`src/rtl/uart_tx_frame.sv`:
```
// uart_tx_frame: UART transmitter, start + DATA_BITS + optional parity + stop.
// Ports: clk, rst_n (async low), send, data[7:0] in; tx, busy, done out.
module uart_tx_frame #(
    parameter int CLKS_PER_BIT = 5208,
    parameter int DATA_BITS    = 8,
    parameter int PARITY       = 0,
    parameter int STOP_BITS    = 1
) (
    input  logic       clk,
    input  logic       rst_n,
    input  logic       send,
    input  logic [7:0] data,
    output logic       tx,
    output logic       busy,
    output logic       done
);

    // Wide enough for the 2-stop-bit span at the largest baud divisor.
    localparam int CW = 17;
    localparam logic [CW-1:0] BIT_LAST  = CW'(CLKS_PER_BIT - 1);
    localparam logic [CW-1:0] STOP_LAST = CW'(STOP_BITS * CLKS_PER_BIT - 1);
    localparam logic [2:0]    IDX_LAST  = 3'(DATA_BITS - 1);
    localparam logic [7:0]    MASK      = 8'((1 << DATA_BITS) - 1);

    typedef enum logic [2:0] {
        IDLE,
        START,
        DATA,
        PAR,
        STOP
    } state_t;

    state_t          state_q, state_d;
    logic [CW-1:0]   cnt_q, cnt_d;
    logic [2:0]      idx_q, idx_d;
    logic [7:0]      shift_q, shift_d;
    logic            par_q, par_d;
    logic            tx_q, tx_d;
    logic            busy_q, busy_d;
    logic            done_q, done_d;

    logic [7:0]      masked;
    logic            bit_end;
    logic            stop_end;

    assign masked   = data & MASK;
    assign bit_end  = (cnt_q == BIT_LAST);
    assign stop_end = (cnt_q == STOP_LAST);

    always_comb begin
        state_d = state_q;
        cnt_d   = cnt_q + 1'b1;
        idx_d   = idx_q;
        shift_d = shift_q;
        par_d   = par_q;
        tx_d    = tx_q;
        busy_d  = busy_q;
        done_d  = 1'b0;

        unique case (state_q)
            IDLE: begin
                cnt_d  = '0;
                tx_d   = 1'b1;
                busy_d = 1'b0;
            end
            START: begin
                if (bit_end) begin
                    state_d = DATA;
                    cnt_d   = '0;
                    idx_d   = '0;
                    tx_d    = shift_q[0];
                end
            end
            DATA: begin
                if (bit_end) begin
                    cnt_d   = '0;
                    shift_d = shift_q >> 1;
                    idx_d   = idx_q + 1'b1;
                    if (idx_q == IDX_LAST) begin
                        if (PARITY != 0) begin
                            state_d = PAR;
                            tx_d    = par_q;
                        end else begin
                            state_d = STOP;
                            tx_d    = 1'b1;
                        end
                    end else begin
                        tx_d = shift_q[1];
                    end
                end
            end
            PAR: begin
                if (bit_end) begin
                    state_d = STOP;
                    cnt_d   = '0;
                    tx_d    = 1'b1;
                end
            end
            STOP: begin
                if (stop_end) begin
                    state_d = IDLE;
                    cnt_d   = '0;
                    tx_d    = 1'b1;
                    busy_d  = 1'b0;
                    done_d  = 1'b1;
                end
            end
            default: begin
                state_d = IDLE;
                cnt_d   = '0;
                tx_d    = 1'b1;
                busy_d  = 1'b0;
            end
        endcase

        // A request is taken when idle, or on the last stop cycle so a
        // following frame starts with no idle gap.
        if ((state_q == IDLE) || ((state_q == STOP) && stop_end)) begin
            if (send) begin
                state_d = START;
                cnt_d   = '0;
                idx_d   = '0;
                shift_d = masked;
                par_d   = (PARITY == 1) ? ~^masked : ^masked;
                tx_d    = 1'b0;
                busy_d  = 1'b1;
            end
        end
    end

    always_ff @(posedge clk or negedge rst_n) begin
        if (!rst_n) begin
            state_q <= IDLE;
            cnt_q   <= '0;
            idx_q   <= '0;
            shift_q <= '0;
            par_q   <= 1'b0;
            tx_q    <= 1'b1;
            busy_q  <= 1'b0;
            done_q  <= 1'b0;
        end else begin
            state_q <= state_d;
            cnt_q   <= cnt_d;
            idx_q   <= idx_d;
            shift_q <= shift_d;
            par_q   <= par_d;
            tx_q    <= tx_d;
            busy_q  <= busy_d;
            done_q  <= done_d;
        end
    end

    assign tx   = tx_q;
    assign busy = busy_q;
    assign done = done_q;

endmodule
```
`config.mk`:
```
export PLATFORM = sky130hd
export DESIGN_NAME = uart_tx_frame
export DESIGN_NICKNAME = d
export VERILOG_FILES = /design/src/rtl/uart_tx_frame.sv
export SDC_FILE = /design/constraint.sdc
export NUM_CORES = 1
export LEC_CHECK = 0
export CORE_UTILIZATION = 30
export CTS_CLUSTER_DIAMETER = 50
export DETAILED_ROUTE_END_ITERATION = 16
export PLACE_DENSITY_LB_ADDON = 0.05
export SLEW_MARGIN = 20
export SYNTH_ARGS = -nofsm -noshare
export SYNTH_HDL_FRONTEND = slang
export SYNTH_SLANG_ARGS = --single-unit
```
`constraint.sdc`:
```
create_clock -name clk -period 2.98 [get_ports clk]
set_input_delay 0.447 -clock clk [delete_from_list [all_inputs] [get_ports clk]]
set_output_delay 0.447 -clock clk [all_outputs]
set_load 0.01 [all_outputs]
```
## After elaboration in Yosys (flattened, before gate mapping)

Index checks and enable logic that the tools add are counted.

| word-level totals | value |
|---|---|
| register bits | 34 |
| bits of input ports | 11 |
| output and inout port bits | 3 |

| cells by class | value |
|---|---|
| add/subtract/negate cells | 2 |
| eq/ne operators | 6 |
| muxes and demuxes | 34 |
| reduce and logical (&&, ||, !) cells | 6 |

Operator list:

| operator | number |
|---|---|
| 2-to-1 mux 17 bit | 4 |
| 2-to-1 mux 3 bit | 11 |
| 2-to-1 mux 8 bit | 4 |
| adder 17 x 1 -> 17 bit, second input constant | 1 |
| == test 17 x 13 -> 1 bit, second input constant | 1 |
| one-hot mux 3 bit (5 select lines) | 1 |
| 2-to-1 mux 1 bit | 11 |
| == test 3 x 2 -> 1 bit, second input constant | 2 |
| == test 3 bit, second input constant | 2 |
| one-hot mux 3 bit (2 select lines) | 1 |
| OR reduction 4 bit | 1 |
| adder 3 x 1 -> 3 bit, second input constant | 1 |
| == test 3 x 1 -> 1 bit, second input constant | 1 |
| zero test 3 bit | 1 |
| one-hot mux 1 bit (3 select lines) | 1 |
| OR reduction 3 bit | 1 |
| one-hot mux 1 bit (2 select lines) | 1 |
| OR reduction 2 bit | 1 |
| logical AND 1 bit | 1 |
| logical OR 1 bit | 1 |

## Longest topological paths before layout

| depth | value |
|---|---|
| word-level depth | 6 |
| mapped depth | 9 |
| depth with buffers taken out | 8 |

## Least setup slack after synthesis

OpenSTA, ideal clock, no wires.

| timing | value |
|---|---|
| kind | register to register |
| start | register cnt_q[0] |
| end | register idx_q[0] |
| library setup time | 78 ps |
| arrival time | 1798 ps |
| data required time | 2902 ps |
| path slack | 1104 ps |
| cell stages (with the launch flop) | 10 |
| path buffers | 1 |
| path through | dfrtp_1 > ha_1 > buf_4 > and4_1 > nand4_1 > ha_1 > nor3_1 > a21oi_1 > mux2_2 > a21oi_1 |

| between the ends | value |
|---|---|
| word-level cells in the longest chain between the ends | 5 |
| elaborated cells on any way between the ends | 8 |
| classes of those cells | eq/ne (1); mux (5); reduce/logical (2) |

RTL lines:

| item | line | source |
|---|---|---|
| from (decl) | 34 | `logic [CW-1:0] cnt_q, cnt_d;` |
| from (signal assigned) | 143 | `cnt_q <= cnt_d;` |
| == test 17 x 13 -> 1 bit * | 47, 48 |  |
| 2-to-1 mux 3 bit, on equally long branches | 75, 67 |  |
| one-hot mux 3 bit (2 select lines) | 60 | `unique case (state_q)` |
| 2-to-1 mux 3 bit | 119 | `if (send) begin` |
| 2-to-1 mux 3 bit * | 118 | `if ((state_q == IDLE) \|\| ((state_q == STOP) && stop_end)) begin` |
| net idx_d[0] | 35 | `logic [2:0] idx_q, idx_d;` |
| to (signal assigned) | 144 | `idx_q <= idx_d;` |
| to (decl) | 35 |  |

The timed path passes the listed nets; every way through them passes the cells marked *.

## Worst setup path after layout

| timing | value |
|---|---|
| start | register cnt_q[0] |
| end | register shift_q[5] |

| between the ends | value |
|---|---|
| word-level cells in the longest chain between the ends | 5 |
| elaborated cells on any way between the ends | 7 |
| classes of those cells | eq/ne (1); mux (4); reduce/logical (2) |

RTL lines:

| item | line | source |
|---|---|---|
| == test 17 x 13 -> 1 bit * | 47, 48 |  |
| 2-to-1 mux 8 bit | 75 | `if (bit_end) begin` |
| 2-to-1 mux 8 bit | 60 |  |
| 2-to-1 mux 8 bit | 119 |  |
| 2-to-1 mux 8 bit * | 118 |  |
| net shift_d[5] | 36 | `logic [7:0] shift_q, shift_d;` |
| to (signal assigned) | 145 | `shift_q <= shift_d;` |
| to (decl) | 36 |  |

Marked as above.

==> impl_metrics.tcl <==
set metrics [dict create \
    io_buffers 13 \
    area_enclosed_by_the_die_boundary_um2 6980 \
    routed_via_density 5.27 \
    finalNetCount 223 \
    worst_path_largest_cell_delay_ns 0.65 \
    postRouteWirelength_um 4420 \
    netlist_instances 198 \
    max_slew_headroom_pct 54.7 \
    gp_congestion 0.811 \
    core.rowCount 29 \
    die_x_um 83.5 \
    worst_skew_pair_later_pin_latency_ns 0.29 \
    grt_pass1_wl_um 7400 \
    status "completed" \
    syn_nets 213 \
    via_count_of_the_first_global_routing_pass 1527 \
    worst_ep_required_time_ns 3.16 \
    timing_hold_violations_final 0 \
    nFillCells 620 \
    floorplan.core_area_um2 6390 \
    rsz0062_at_grt "false" \
    ys_ff_latch 34 \
    cts.htree.levels 2 \
    kind_of_launch_point_of_the_worst_setup_path "flip-flop" \
    max_slew.worst_pin.slew_ns 0.679 \
    antenna-diode-count 0 \
    post_route_cells_drive_above_1_share_pct 11.0 \
    netlist.top_cell.by_area "dfrtp_1" \
    floorplan.die.height_um 83.5 \
    worst-setup-path-type "flip-flop to flip-flop" \
    dr.pass1.iters 4 \
    critical_path.reg2reg.startpoint "cnt_q[0]$_DFF_PN0_" \
    detail-route-antenna-nets 0 \
    layout-area-overhead-vs-synth_pct 13.8 \
    pre_cts_slack_ns 0.682 \
    vias 1508 \
    crit_path_cell_trace "ha_1 > and4bb_1 > and4_1 > o21ai_4 > o221a_1" \
    cts.path.max_buffers 2 \
    global_router_s_overall_resource_usage_pct 13.4 \
    worstSetupStartpoint "cnt_q[0]$_DFF_PN0_" \
    cts_num_sinks 34 \
    hp-start "cnt_q[0]$_DFF_PN0_" \
    clkTransAtPathRegs_ns 0.08 \
    yosysWarningCount 0 \
    post_synthesis_cell_area_um2 1990 \
    synth.area.top_cells "dfrtp_1, nor2_1, mux2i_1" \
    synth_area_per_cell_um2 10.1 \
    dpl.cell_count 278 \
    drv_slew 0 \
    power_mw 1.20 \
    initial_core_util_pct 31.2 \
    hpwl_um 2970 \
    clock_tree.root_cell "clkbuf_8" \
    drt_drc_violations_left 0 \
    finalCriticalPeriod_ns 2.29 \
    worst_hold_path_type "flip-flop to flip-flop" \
    fin_cells 286 \
    final_min_period_over_clock_period_pct 76.9 \
    drtIter0Drc 92 \
    cellLeakagePower_nw 0.945 \
    ys_types 47 \
    max_freq_mhz 436 \
    crit_path_end_kind "flip-flop" \
    timing.final.ws_setup_ns 0.688 \
    setup_buffers_after_cts 0 \
    pin_count_of_the_biggest_net_entering_global_routing 35 \
    ys_seq_area_share_pct 42.7 \
    synth_ff_type "dfrtp_1" \
    routedWlPerCell_um 15.5 \
    drv_cap 0 \
    power.density_nw_per_um2 527 \
    post_cts_hold_buffer_count 0 \
    gr-total-overflow 0 \
    fin_tns_setup_ns 0 \
    finalSetupViolations 0 \
    postCtsResizedCells 0 \
    numCtsBuffers 5 \
    timing.critical_path.arrival_ns 2.47 \
    vdd_drop_max_mv 0.212 \
    tritoncts_clock_tree "built" \
    synth_enable_flop_cells 0 \
    top_level_ports 14 \
    final.setup_skew_ns 0.00732 \
    worst-path-max-fanout 12 \
    initial_antenna_violation_count 0 \
    slowest_stage "and4_1" \
    synth_largest_type_area_fraction_pct 41.4 \
    postSynth.asyncResetShare_pct 100 \
]
metrics by stage:
stage               hold WS [ns]  cell area, um^2  utilization, %
finish                     0.512             2270            35.5
global route               0.552             2270            35.5
CTS                        0.510             2270            35.5
detailed placement         0.500             2160            33.8
global placement           0.483             2160            33.8
floorplan                  0.151             1990               -
sequential cells by signal (all words and copies together), names as in the netlist:
register and cells:
cnt_q 17, busy 1, done 1, idx_q 3, state_q 3, shift_q 8
tx 1
routing by layer:
layer | up-vias | routed length (um) | part of all wire, % | GRT usage [%]
met5 | - | 0 | 0 | 0
met4 | 0 | 66 | 1.5 | 5.55
met3 | 7 | 112 | 2.5 | 2.97
met2 | 20 | 2080 | 47 | 22.0
met1 | 742 | 2170 | 49 | 17.1
li1 | 739 | - | - | -
critical path, delay by kind of cell, from the launching register on:
family	cells	cell delay [ns]
AOI/OAI and AO/OA	2	0.48
and+or+nand+nor	2	0.92
DFF	1	0.41
adders and majority gates	1	0.37
worst paths after layout:
| path | end | slack [ns] | cells after the start |
|---|---|---|---|
| worst max register to register | shift_q[5]$_DFF_PN0_ | 0.69 | 5 |
| worst max-delay path | shift_q[5]$_DFF_PN0_ | 0.69 | 5 |
| max in group asynchronous | tx$_DFF_PN1_ | 2.07 | 2 |
| worst min-delay path | cnt_q[0]$_DFF_PN0_ | 0.51 | 1 |
| min in group asynchronous | cnt_q[16]$_DFF_PN0_ | 0.57 | 2 |
| worst min register to register | cnt_q[0]$_DFF_PN0_ | 0.51 | 1 |
cells in the final DEF, fill, tap and decap left out, drive strengths merged, types with 2 or more instances in the layout:
cell type       n
o31ai           2
a21oi          13
nor4b           2
or2             2
clkdlybuf4s50  13
nor3b           2
clkbuf          5
or4             3
xor2           10
or3             4
mux2i           9
xnor2           2
inv             3
ha              4
dfrtp          33
nand2b          2
and3            3
nor2           29
nand2           9
nand4           8
nand3           8
clkinv          2
o221a           8
nor3            3
and4            3
o21ai           9
buf             3
cell usage after synthesis, types with 2 or more instances:
library cell,n
nor3_1,3
nor2_1,29
inv_1,3
or2_2,2
mux2i_1,9
o221a_1,8
a21oi_1,13
xnor2_1,2
clkbuf_1,3
nand3_1,7
nand4_1,7
xor2_1,10
o31ai_1,2
or3_1,4
buf_6,3
o21ai_0,7
dfrtp_1,33
or4_1,3
nand2_1,9
and3_1,3
and4_1,3
ha_1,4
buf_2,6
nand2b_1,2
kinds of logic (layout without fill, tap and decap cells):
logic type / after synthesis / in the layout / synth area share (%)
buffers and inverters: 16 / 27 / 4.71
muxes: 10 / 10 / 5.08
DFF: 34 / 34 / 42.7
adders and majority gates: 4 / 4 / 2.51
AOI/OAI and AO/OA: 37 / 37 / 14.2
and+or+nand+nor: 85 / 85 / 25.5
xor gates and xnor gates: 12 / 12 / 5.27
area by class of cell:
cell class,instances,area [um^2],area share [%]
multi-input combinational,148,1050,46.2
clock buffer,5,68.8,3.03
inverter,3,11.3,0.496
timing repair buffer,16,153,6.73
tap,77,96.3,4.24
sequential,34,852,37.5
clock inverter,3,40.0,1.76
power by group:
| group | internal [mW] | switching (mW) | leakage [nW] |
|---|---|---|---|
| Clock | 0.246 | 0.182 | 0.0579 |
| Combinational | 0.0993 | 0.0971 | 0.432 |
| Sequential | 0.512 | 0.0602 | 0.455 |
| Total | 0.858 | 0.340 | 0.945 |
No activity file was read; power rests on OpenSTA's default activity.
